File: config.mk
export PLATFORM = sky130hd
export DESIGN_NAME = tlu_dut_handshake
export DESIGN_NICKNAME = d
export VERILOG_FILES = /design/src/rtl/tlu_dut_handshake_pkg.sv /design/src/rtl/tlu_dut_handshake_input_sync.sv /design/src/rtl/tlu_dut_handshake.sv
export SDC_FILE = /design/constraint.sdc
export NUM_CORES = 1
export LEC_CHECK = 0
export ABC_AREA = 1
export CAP_MARGIN = 10
export CORE_UTILIZATION = 49
export DETAILED_ROUTE_END_ITERATION = 12
export GPL_ROUTABILITY_DRIVEN = 1
export PLACE_DENSITY_LB_ADDON = 0.15
export SKIP_CTS_REPAIR_TIMING = 1
export SLEW_MARGIN = 20
export SYNTH_ARGS = -nofsm -noshare
export SYNTH_HDL_FRONTEND = slang
export SYNTH_SLANG_ARGS = --single-unit
File: constraint.sdc
create_clock -name CLK -period 2.2 [get_ports CLK]
set_clock_uncertainty 0.1 [all_clocks]
set_input_delay 0.66 -clock CLK [delete_from_list [all_inputs] [get_ports CLK]]
set_output_delay 0.66 -clock CLK [all_outputs]
set_load 0.02 [all_outputs]
File: src/rtl/tlu_dut_handshake_pkg.sv
// Shared types for the TLU per-DUT-port trigger handshake engine:
// handshake mode encodings, FSM state encoding and a mode decode helper.
package tlu_dut_handshake_pkg;

  typedef enum logic [1:0] {
    MODE_NONE   = 2'd0,
    MODE_SIMPLE = 2'd1,
    MODE_DATA   = 2'd2,
    MODE_RSVD   = 2'd3
  } mode_t;

  typedef enum logic [2:0] {
    ST_IDLE         = 3'd0,
    ST_PULSE        = 3'd1,
    ST_WAIT_BUSY_HI = 3'd2,
    ST_SHIFT        = 3'd3,
    ST_WAIT_BUSY_LO = 3'd4
  } state_t;

  // The reserved encoding behaves exactly like the no-handshake mode.
  function automatic mode_t decode_mode(input logic [1:0] raw);
    mode_t m;
    case (raw)
      2'd1:    m = MODE_SIMPLE;
      2'd2:    m = MODE_DATA;
      default: m = MODE_NONE;
    endcase
    return m;
  endfunction

endpackage

File: src/rtl/tlu_dut_handshake_input_sync.sv
// Two-flop synchroniser for an asynchronous DUT line, followed by a third
// flop used for rise/fall edge detection of the synchronised level.
module tlu_dut_handshake_input_sync (
  input  logic clk,
  input  logic rst_n,
  input  logic pin,
  output logic level,
  output logic rise,
  output logic fall
);

  logic meta_q;
  logic sync_q;
  logic prev_q;

  // Synchroniser chain plus one history flop for edge detection.
  always_ff @(posedge clk) begin
    if (!rst_n) begin
      meta_q <= 1'b0;
      sync_q <= 1'b0;
      prev_q <= 1'b0;
    end else begin
      meta_q <= pin;
      sync_q <= meta_q;
      prev_q <= sync_q;
    end
  end

  assign level = sync_q;
  assign rise  = sync_q & ~prev_q;
  assign fall  = ~sync_q & prev_q;

endmodule

File: src/rtl/tlu_dut_handshake.sv
// Per-DUT-port trigger handshake engine: accepts a trigger request, runs the
// selected handshake on DUT_TRIGGER/DUT_BUSY/DUT_CLOCK, reports busy and
// timeouts, and generates an independent DUT_RESET pulse.
module tlu_dut_handshake
  import tlu_dut_handshake_pkg::*;
#(
  parameter int TRIG_NUM_BITS = 15,
  parameter int TIMEOUT_BITS  = 16,
  parameter int PULSE_CYCLES  = 4,
  parameter int RESET_CYCLES  = 8
) (
  input  logic                     CLK,
  input  logic                     RST_N,
  input  logic                     ENABLE,
  input  logic [1:0]               MODE,
  input  logic [TIMEOUT_BITS-1:0]  TIMEOUT,
  input  logic                     TRIG_REQ,
  input  logic [TRIG_NUM_BITS-1:0] TRIG_NUM,
  output logic                     TRIG_ACK,
  output logic                     PORT_BUSY,
  output logic                     TIMEOUT_ERR,
  input  logic                     RESET_REQ,
  output logic                     DUT_TRIGGER,
  output logic                     DUT_RESET,
  input  logic                     DUT_BUSY,
  input  logic                     DUT_CLOCK
);

  localparam int BIT_W = $clog2(TRIG_NUM_BITS + 1);
  localparam int RST_W = $clog2(RESET_CYCLES + 1);

  state_t                   state_q, state_nxt;
  mode_t                    mode_q;
  logic [TIMEOUT_BITS-1:0]  cnt_q;
  logic [TRIG_NUM_BITS-1:0] sr_q;
  logic [BIT_W-1:0]         bit_q;
  logic                     trig_q, trig_nxt;
  logic                     rreq_q;
  logic [RST_W-1:0]         rcnt_q;

  logic ack, tout_err, cnt_clr, shift_step, tout_hit;
  logic busy_s, busy_rise, busy_fall;
  logic clk_level, clk_rise, clk_fall;
  logic unused_sync;

  tlu_dut_handshake_input_sync u_busy_sync (
    .clk   (CLK),
    .rst_n (RST_N),
    .pin   (DUT_BUSY),
    .level (busy_s),
    .rise  (busy_rise),
    .fall  (busy_fall)
  );

  tlu_dut_handshake_input_sync u_clk_sync (
    .clk   (CLK),
    .rst_n (RST_N),
    .pin   (DUT_CLOCK),
    .level (clk_level),
    .rise  (clk_rise),
    .fall  (clk_fall)
  );

  // Busy is consumed as a level; the DUT clock only by its rising edge.
  assign unused_sync = busy_rise | busy_fall | clk_level | clk_fall;

  assign tout_hit = (TIMEOUT != '0) && (cnt_q >= TIMEOUT);

  // Handshake FSM state register.
  always_ff @(posedge CLK) begin
    if (!RST_N) state_q <= ST_IDLE;
    else        state_q <= state_nxt;
  end

  // Next-state, trigger line value and per-cycle strobes.
  always_comb begin
    state_nxt  = state_q;
    trig_nxt   = trig_q;
    ack        = 1'b0;
    tout_err   = 1'b0;
    cnt_clr    = 1'b0;
    shift_step = 1'b0;
    case (state_q)
      ST_IDLE: begin
        trig_nxt = 1'b0;
        if (ENABLE && TRIG_REQ) begin
          ack       = 1'b1;
          trig_nxt  = 1'b1;
          state_nxt = (decode_mode(MODE) == MODE_NONE) ? ST_PULSE : ST_WAIT_BUSY_HI;
        end
      end
      ST_PULSE: begin
        if (cnt_q == TIMEOUT_BITS'(PULSE_CYCLES - 1)) begin
          trig_nxt  = 1'b0;
          state_nxt = ST_IDLE;
        end
      end
      ST_WAIT_BUSY_HI: begin
        if (busy_s) begin
          trig_nxt  = 1'b0;
          state_nxt = (mode_q == MODE_DATA) ? ST_SHIFT : ST_WAIT_BUSY_LO;
        end else if (tout_hit) begin
          tout_err  = 1'b1;
          trig_nxt  = 1'b0;
          state_nxt = ST_IDLE;
        end
      end
      ST_SHIFT: begin
        if (clk_rise) begin
          cnt_clr = 1'b1;
          if (bit_q == BIT_W'(TRIG_NUM_BITS)) begin
            trig_nxt  = 1'b0;
            state_nxt = ST_WAIT_BUSY_LO;
          end else begin
            trig_nxt   = sr_q[0];
            shift_step = 1'b1;
          end
        end else if (tout_hit) begin
          tout_err  = 1'b1;
          trig_nxt  = 1'b0;
          state_nxt = ST_IDLE;
        end
      end
      ST_WAIT_BUSY_LO: begin
        trig_nxt = 1'b0;
        if (!busy_s) begin
          state_nxt = ST_IDLE;
        end else if (tout_hit) begin
          tout_err  = 1'b1;
          state_nxt = ST_IDLE;
        end
      end
      default: begin
        trig_nxt  = 1'b0;
        state_nxt = ST_IDLE;
      end
    endcase
    if (state_nxt != state_q) cnt_clr = 1'b1;
  end

  // Trigger line, saturating wait counter, latched mode and trigger-number shifter.
  always_ff @(posedge CLK) begin
    if (!RST_N) begin
      trig_q <= 1'b0;
      cnt_q  <= '0;
      mode_q <= MODE_NONE;
      sr_q   <= '0;
      bit_q  <= '0;
    end else begin
      trig_q <= trig_nxt;
      if (cnt_clr)          cnt_q <= '0;
      else if (cnt_q != '1) cnt_q <= cnt_q + TIMEOUT_BITS'(1);
      if (ack) begin
        mode_q <= decode_mode(MODE);
        sr_q   <= TRIG_NUM;
        bit_q  <= '0;
      end else if (shift_step) begin
        sr_q  <= sr_q >> 1;
        bit_q <= bit_q + BIT_W'(1);
      end
    end
  end

  // DUT reset pulse: each RESET_REQ rise (re)loads the down-counter.
  always_ff @(posedge CLK) begin
    if (!RST_N) begin
      rreq_q <= 1'b0;
      rcnt_q <= '0;
    end else begin
      rreq_q <= RESET_REQ;
      if (RESET_REQ && !rreq_q) rcnt_q <= RST_W'(RESET_CYCLES);
      else if (rcnt_q != '0)    rcnt_q <= rcnt_q - RST_W'(1);
    end
  end

  // Strobes are gated by reset so nothing is reported while RST_N is low.
  assign TRIG_ACK    = ack & RST_N;
  assign TIMEOUT_ERR = tout_err & RST_N;
  assign PORT_BUSY   = (state_q != ST_IDLE);
  assign DUT_TRIGGER = trig_q;
  assign DUT_RESET   = (rcnt_q != '0);

endmodule
==> flow_summary.rst <==
.. list-table::
   :header-rows: 1

   * - Metric
     - Value
   * - Run status
     - finished with violations
   * - Violated checks
     - setup timing
   * - Maximum capacitance violations
     - 0
   * - Crit-path max FO
     - 2
   * - Sequential share of the synthesized area
     - 34.8%
   * - Simple logic cell fraction of the synthesized area
     - 30.7%
   * - Sequence of cells on the critical path
     - buf_6, inv_2, ha_1, nand2_1, inv_1, nand2_2, nor2_2, nor2_1, nand2_1, nand2_1, nand2_1, nand2_2, nor2_4, buf_6
   * - Clock root buffer
     - sky130_fd_sc_hd__clkbuf_8
   * - Vias in the first global route
     - 2742
   * - Cts bufs inserted
     - 5
   * - Post-synthesis compound-gate area fraction
     - 10.2%
   * - Share of Yosys cell area claimed by the top area cell type
     - 34.8%
   * - Nets
     - 578
   * - Data arrival, critical path
     - 1.87 ns
   * - First-iteration detailed-routing DRC count
     - 168
   * - Synthesized area per cell
     - 7.13 um^2
   * - Relative slew slack
     - 77.9%
   * - Global-route wire length before repair
     - 11000 um
   * - Placement-stage cell area
     - 3920 um^2
   * - Longest Clk Path Bufs
     - 2
   * - Areal power density over the cells
     - 524 nW/um^2
   * - Cell variety after synth
     - 37
   * - Top routing layer used
     - met4
   * - Non-Filler Cell Area, Final
     - 4220 um^2
   * - Floorplan die area
     - 6300 um^2
   * - Maximum clock frequency
     - 0.380 GHz
   * - Total routed wirelength
     - 6900 um
   * - Number of filler cells placed in the layout
     - 462
   * - Critical path class
     - primary input to primary output
   * - Clock Latency Late Sink
     - 0.31 ns
   * - Xor and xnor area share after synthesis
     - 3.88%
   * - Number of diodes
     - 0
   * - Share of synthesized area spent on multiplexers
     - 0.341%
   * - Total area of multi-input combinational cells
     - 1830 um^2
   * - Initial DRT Pass Iterations
     - 4
   * - Wl on met1
     - 3010 um
   * - Register clock-pin slew on the reported worst setup and hold paths
     - 0.09 ns
   * - Area share of fa/ha/maj cells after synthesis
     - 9.39%
   * - CP bufs+invs
     - 4
   * - Post-synthesis to final-layout area growth
     - 44.0%
   * - Cell area after technology mapping
     - 2930 um^2
   * - Post-synth top flop
     - sky130_fd_sc_hd__dfxtp_1
   * - Final setup violation count
     - 18
   * - Fraction of final layout cells with drive strength greater than 1
     - 31.9%
   * - Pin count of the biggest net entering global routing
     - 17
   * - WL met3
     - 261 um
   * - Post-route antenna net violation count
     - 0
   * - GR Util All Layers
     - 22.2%
   * - Slowest CP cell
     - sky130_fd_sc_hd__ha_1
   * - Chip height
     - 79.4 um
   * - Port Buf Inserts
     - 44
   * - Startpoint types
     - primary input
   * - Number of flip-flops and latches in the synthesized netlist
     - 51
   * - Worst path required time
     - 1.44 ns
   * - Die boundary width
     - 79.4 um
   * - Top cell type by total area after synthesis
     - sky130_fd_sc_hd__dfxtp_1
   * - CP top delay family
     - simple AND/OR/NAND/NOR gates
   * - Class of the most critical hold timing path
     - flop to flop
   * - Number of antenna violations at the first check in global routing
     - 0
   * - Final core occ
     - 74.9%
   * - Clock sink count
     - 51
   * - RePlAce Congestion
     - 0.924
   * - Register area
     - 1020 um^2
   * - Ys async rst share
     - 0%
   * - Met2 routed WL
     - 3520 um
   * - Number of hold violations in the final report
     - 0
   * - Max rail drop VDD
     - 0.448 mV
   * - Placeable core region
     - 5640 um^2
   * - TritonCTS clock tree
     - built
   * - Post-layout total power
     - 2.21 mW
   * - Total half-perimeter wirelength after legalization and detailed placement
     - 5070 um
   * - Rows
     - 27
   * - RSZ-0062 raised after global routing
     - yes
   * - Max H-tree Level
     - 2
   * - Biggest cell delay along the critical path
     - 0.27 ns
   * - Endpoint class of the critical path
     - primary output
   * - Leading post-synthesis cells by cell area
     - sky130_fd_sc_hd__dfxtp_1 35%, sky130_fd_sc_hd__nand2_1 12%, sky130_fd_sc_hd__ha_1 9.4%
   * - Post-Syn Nets
     - 473
   * - Max Slew Vio Count
     - 0
   * - Actual slew at the worst max-slew pin
     - 0.328 ns
   * - Initial cell density of the core
     - 52.0%
   * - Cell count after synthesis
     - 411
   * - Most frequent CP cell
     - sky130_fd_sc_hd__nand2_1
   * - Setup ws final
     - -0.429 ns
   * - Average wire per cell in the routed design
     - 11.7 um
   * - Leading cell type by number of instances after synthesis
     - sky130_fd_sc_hd__nand2_1
   * - Placement Setup Slack
     - -1.38 ns
   * - Via Count
     - 2939
   * - Share of the clock period used by the worst path after layout
     - 119%
   * - Post-route DRC
     - 0
   * - Via count normalized by instance count
     - 4.99
   * - Post-layout minimum cycle time
     - 2.63 ns
   * - Leakage Power
     - 1.94 nW
   * - Count of warnings emitted by yosys
     - 0
   * - Main combinational cell family by area after synthesis
     - simple AND/OR/NAND/NOR gates
   * - Top cell types by occurrence after synthesis
     - 90 x sky130_fd_sc_hd__nand2_1, 60 x sky130_fd_sc_hd__inv_1, 51 x sky130_fd_sc_hd__dfxtp_1
   * - Num ports
     - 45
   * - Congestion Overflow GR
     - 0
   * - Number of flops mapped to enable cells by yosys
     - 0
-- layout make-up --
cell class,instances,area share (%)
clock buffers,6,1.96
clock inverters,2,0.830
inverters,66,6.10
multi-input cells,286,43.3
flip-flops and latches,51,24.2
well taps,72,2.13
repair buffers,106,21.5
-- worst paths after layout --
check	from	slack (ns)	cells past startpoint	end
setup / recovery	TIMEOUT[4]	-0.43	14	TIMEOUT_ERR
hold / removal	u_busy_sync.meta_q$_SDFF_PN0_	0.32	2	u_busy_sync.level$_SDFF_PN0_
setup reg to reg	cnt_q[11]$_SDFFE_PP0P_	-0.06	15	cnt_q[9]$_SDFFE_PP0P_
hold reg to reg	u_busy_sync.meta_q$_SDFF_PN0_	0.32	2	u_busy_sync.level$_SDFF_PN0_
-- routing by layer --
| metal | global-route usage (%) | vias to the layer above |
|---|---|---|
| li1 | - | 1537 |
| met1 | 25.1 | 1332 |
| met2 | 41.3 | 61 |
| met3 | 3.10 | 9 |
| met4 | 8.91 | 0 |
| met5 | 0 | - |
-- where the power goes --
group / switching [mW] / total, mW / internal (mW)
clock network: 0.302 / 0.670 / 0.368
logic: 0.265 / 0.540 / 0.276
registers: 0.0294 / 1.00 / 0.974
total: 0.596 / 2.21 / 1.62
-- worst min-delay path: stages, from the launching register on --
cell and delay (ns):
sky130_fd_sc_hd__dfxtp_1 0.30, sky130_fd_sc_hd__nand2_1 0.05, sky130_fd_sc_hd__inv_1 0.03
-- kinds of logic (layout without fill, tap and decap cells) --
kind of cell             Yosys count  count (layout)
multiplexers                       1               1
XOR/XNOR                          13              13
flip-flops                        51              51
buffers and inverters             74             180
AND/OR/NAND/NOR                  199             199
adder cells (fa/ha/maj)           22              22
AO/OA/AOI/OAI                     51              51
-- state kept, by name, indices dropped and copies added (netlist names) --
register            cells
cnt_q                  16
sr_q                   15
bit_q                   4
rcnt_q                  4
state_q                 3
mode_q                  2
DUT_TRIGGER             1
rreq_q                  1
u_busy_sync.level       1
u_busy_sync.meta_q      1
u_clk_sync.level        1
u_clk_sync.meta_q       1
u_clk_sync.prev_q       1
-- cells in the final DEF, fill, tap and decap left out, types with 2 or more instances in the layout --
master                            Yosys  final
sky130_fd_sc_hd__a21oi_1             19     13
sky130_fd_sc_hd__a21oi_2              0      6
sky130_fd_sc_hd__a31oi_1             15     15
sky130_fd_sc_hd__buf_4                0     61
sky130_fd_sc_hd__buf_6                1      6
sky130_fd_sc_hd__buf_8                0      2
sky130_fd_sc_hd__clkbuf_2             0      8
sky130_fd_sc_hd__clkbuf_8             0      6
sky130_fd_sc_hd__clkdlybuf4s50_1      0     24
sky130_fd_sc_hd__dfxtp_1             51     51
sky130_fd_sc_hd__dlymetal6s2s_1       0      4
sky130_fd_sc_hd__ha_1                22      9
sky130_fd_sc_hd__ha_4                 0     13
sky130_fd_sc_hd__inv_1               60     43
sky130_fd_sc_hd__inv_2                6     21
sky130_fd_sc_hd__nand2_1             90     84
sky130_fd_sc_hd__nand2_2              4      9
sky130_fd_sc_hd__nand3_1             22     22
sky130_fd_sc_hd__nand3_2              2      2
sky130_fd_sc_hd__nand4_1             10     10
sky130_fd_sc_hd__nor2_1              41     37
sky130_fd_sc_hd__nor2_2              15     17
sky130_fd_sc_hd__nor2_4               1      3
sky130_fd_sc_hd__nor3_1               5      4
sky130_fd_sc_hd__nor4_1               3      3
sky130_fd_sc_hd__o21ai_0              9      7
sky130_fd_sc_hd__o21ai_1              1      2
sky130_fd_sc_hd__or2_2                2      2
sky130_fd_sc_hd__xnor2_1              2      2
sky130_fd_sc_hd__xor2_1              11     11
-- through the flow --
step,TNS [ns],std cells,hold slack [ns]
final,-2.39,589,0.320
after global routing,-5.93,589,0.336
after CTS,-12.77,586,0.323
after detailed placement,-18.76,578,0.303
after global placement,-17.88,578,0.294
after floorplan,-1.38,411,0.290
Note: power is estimated with default switching activity, not from simulation.
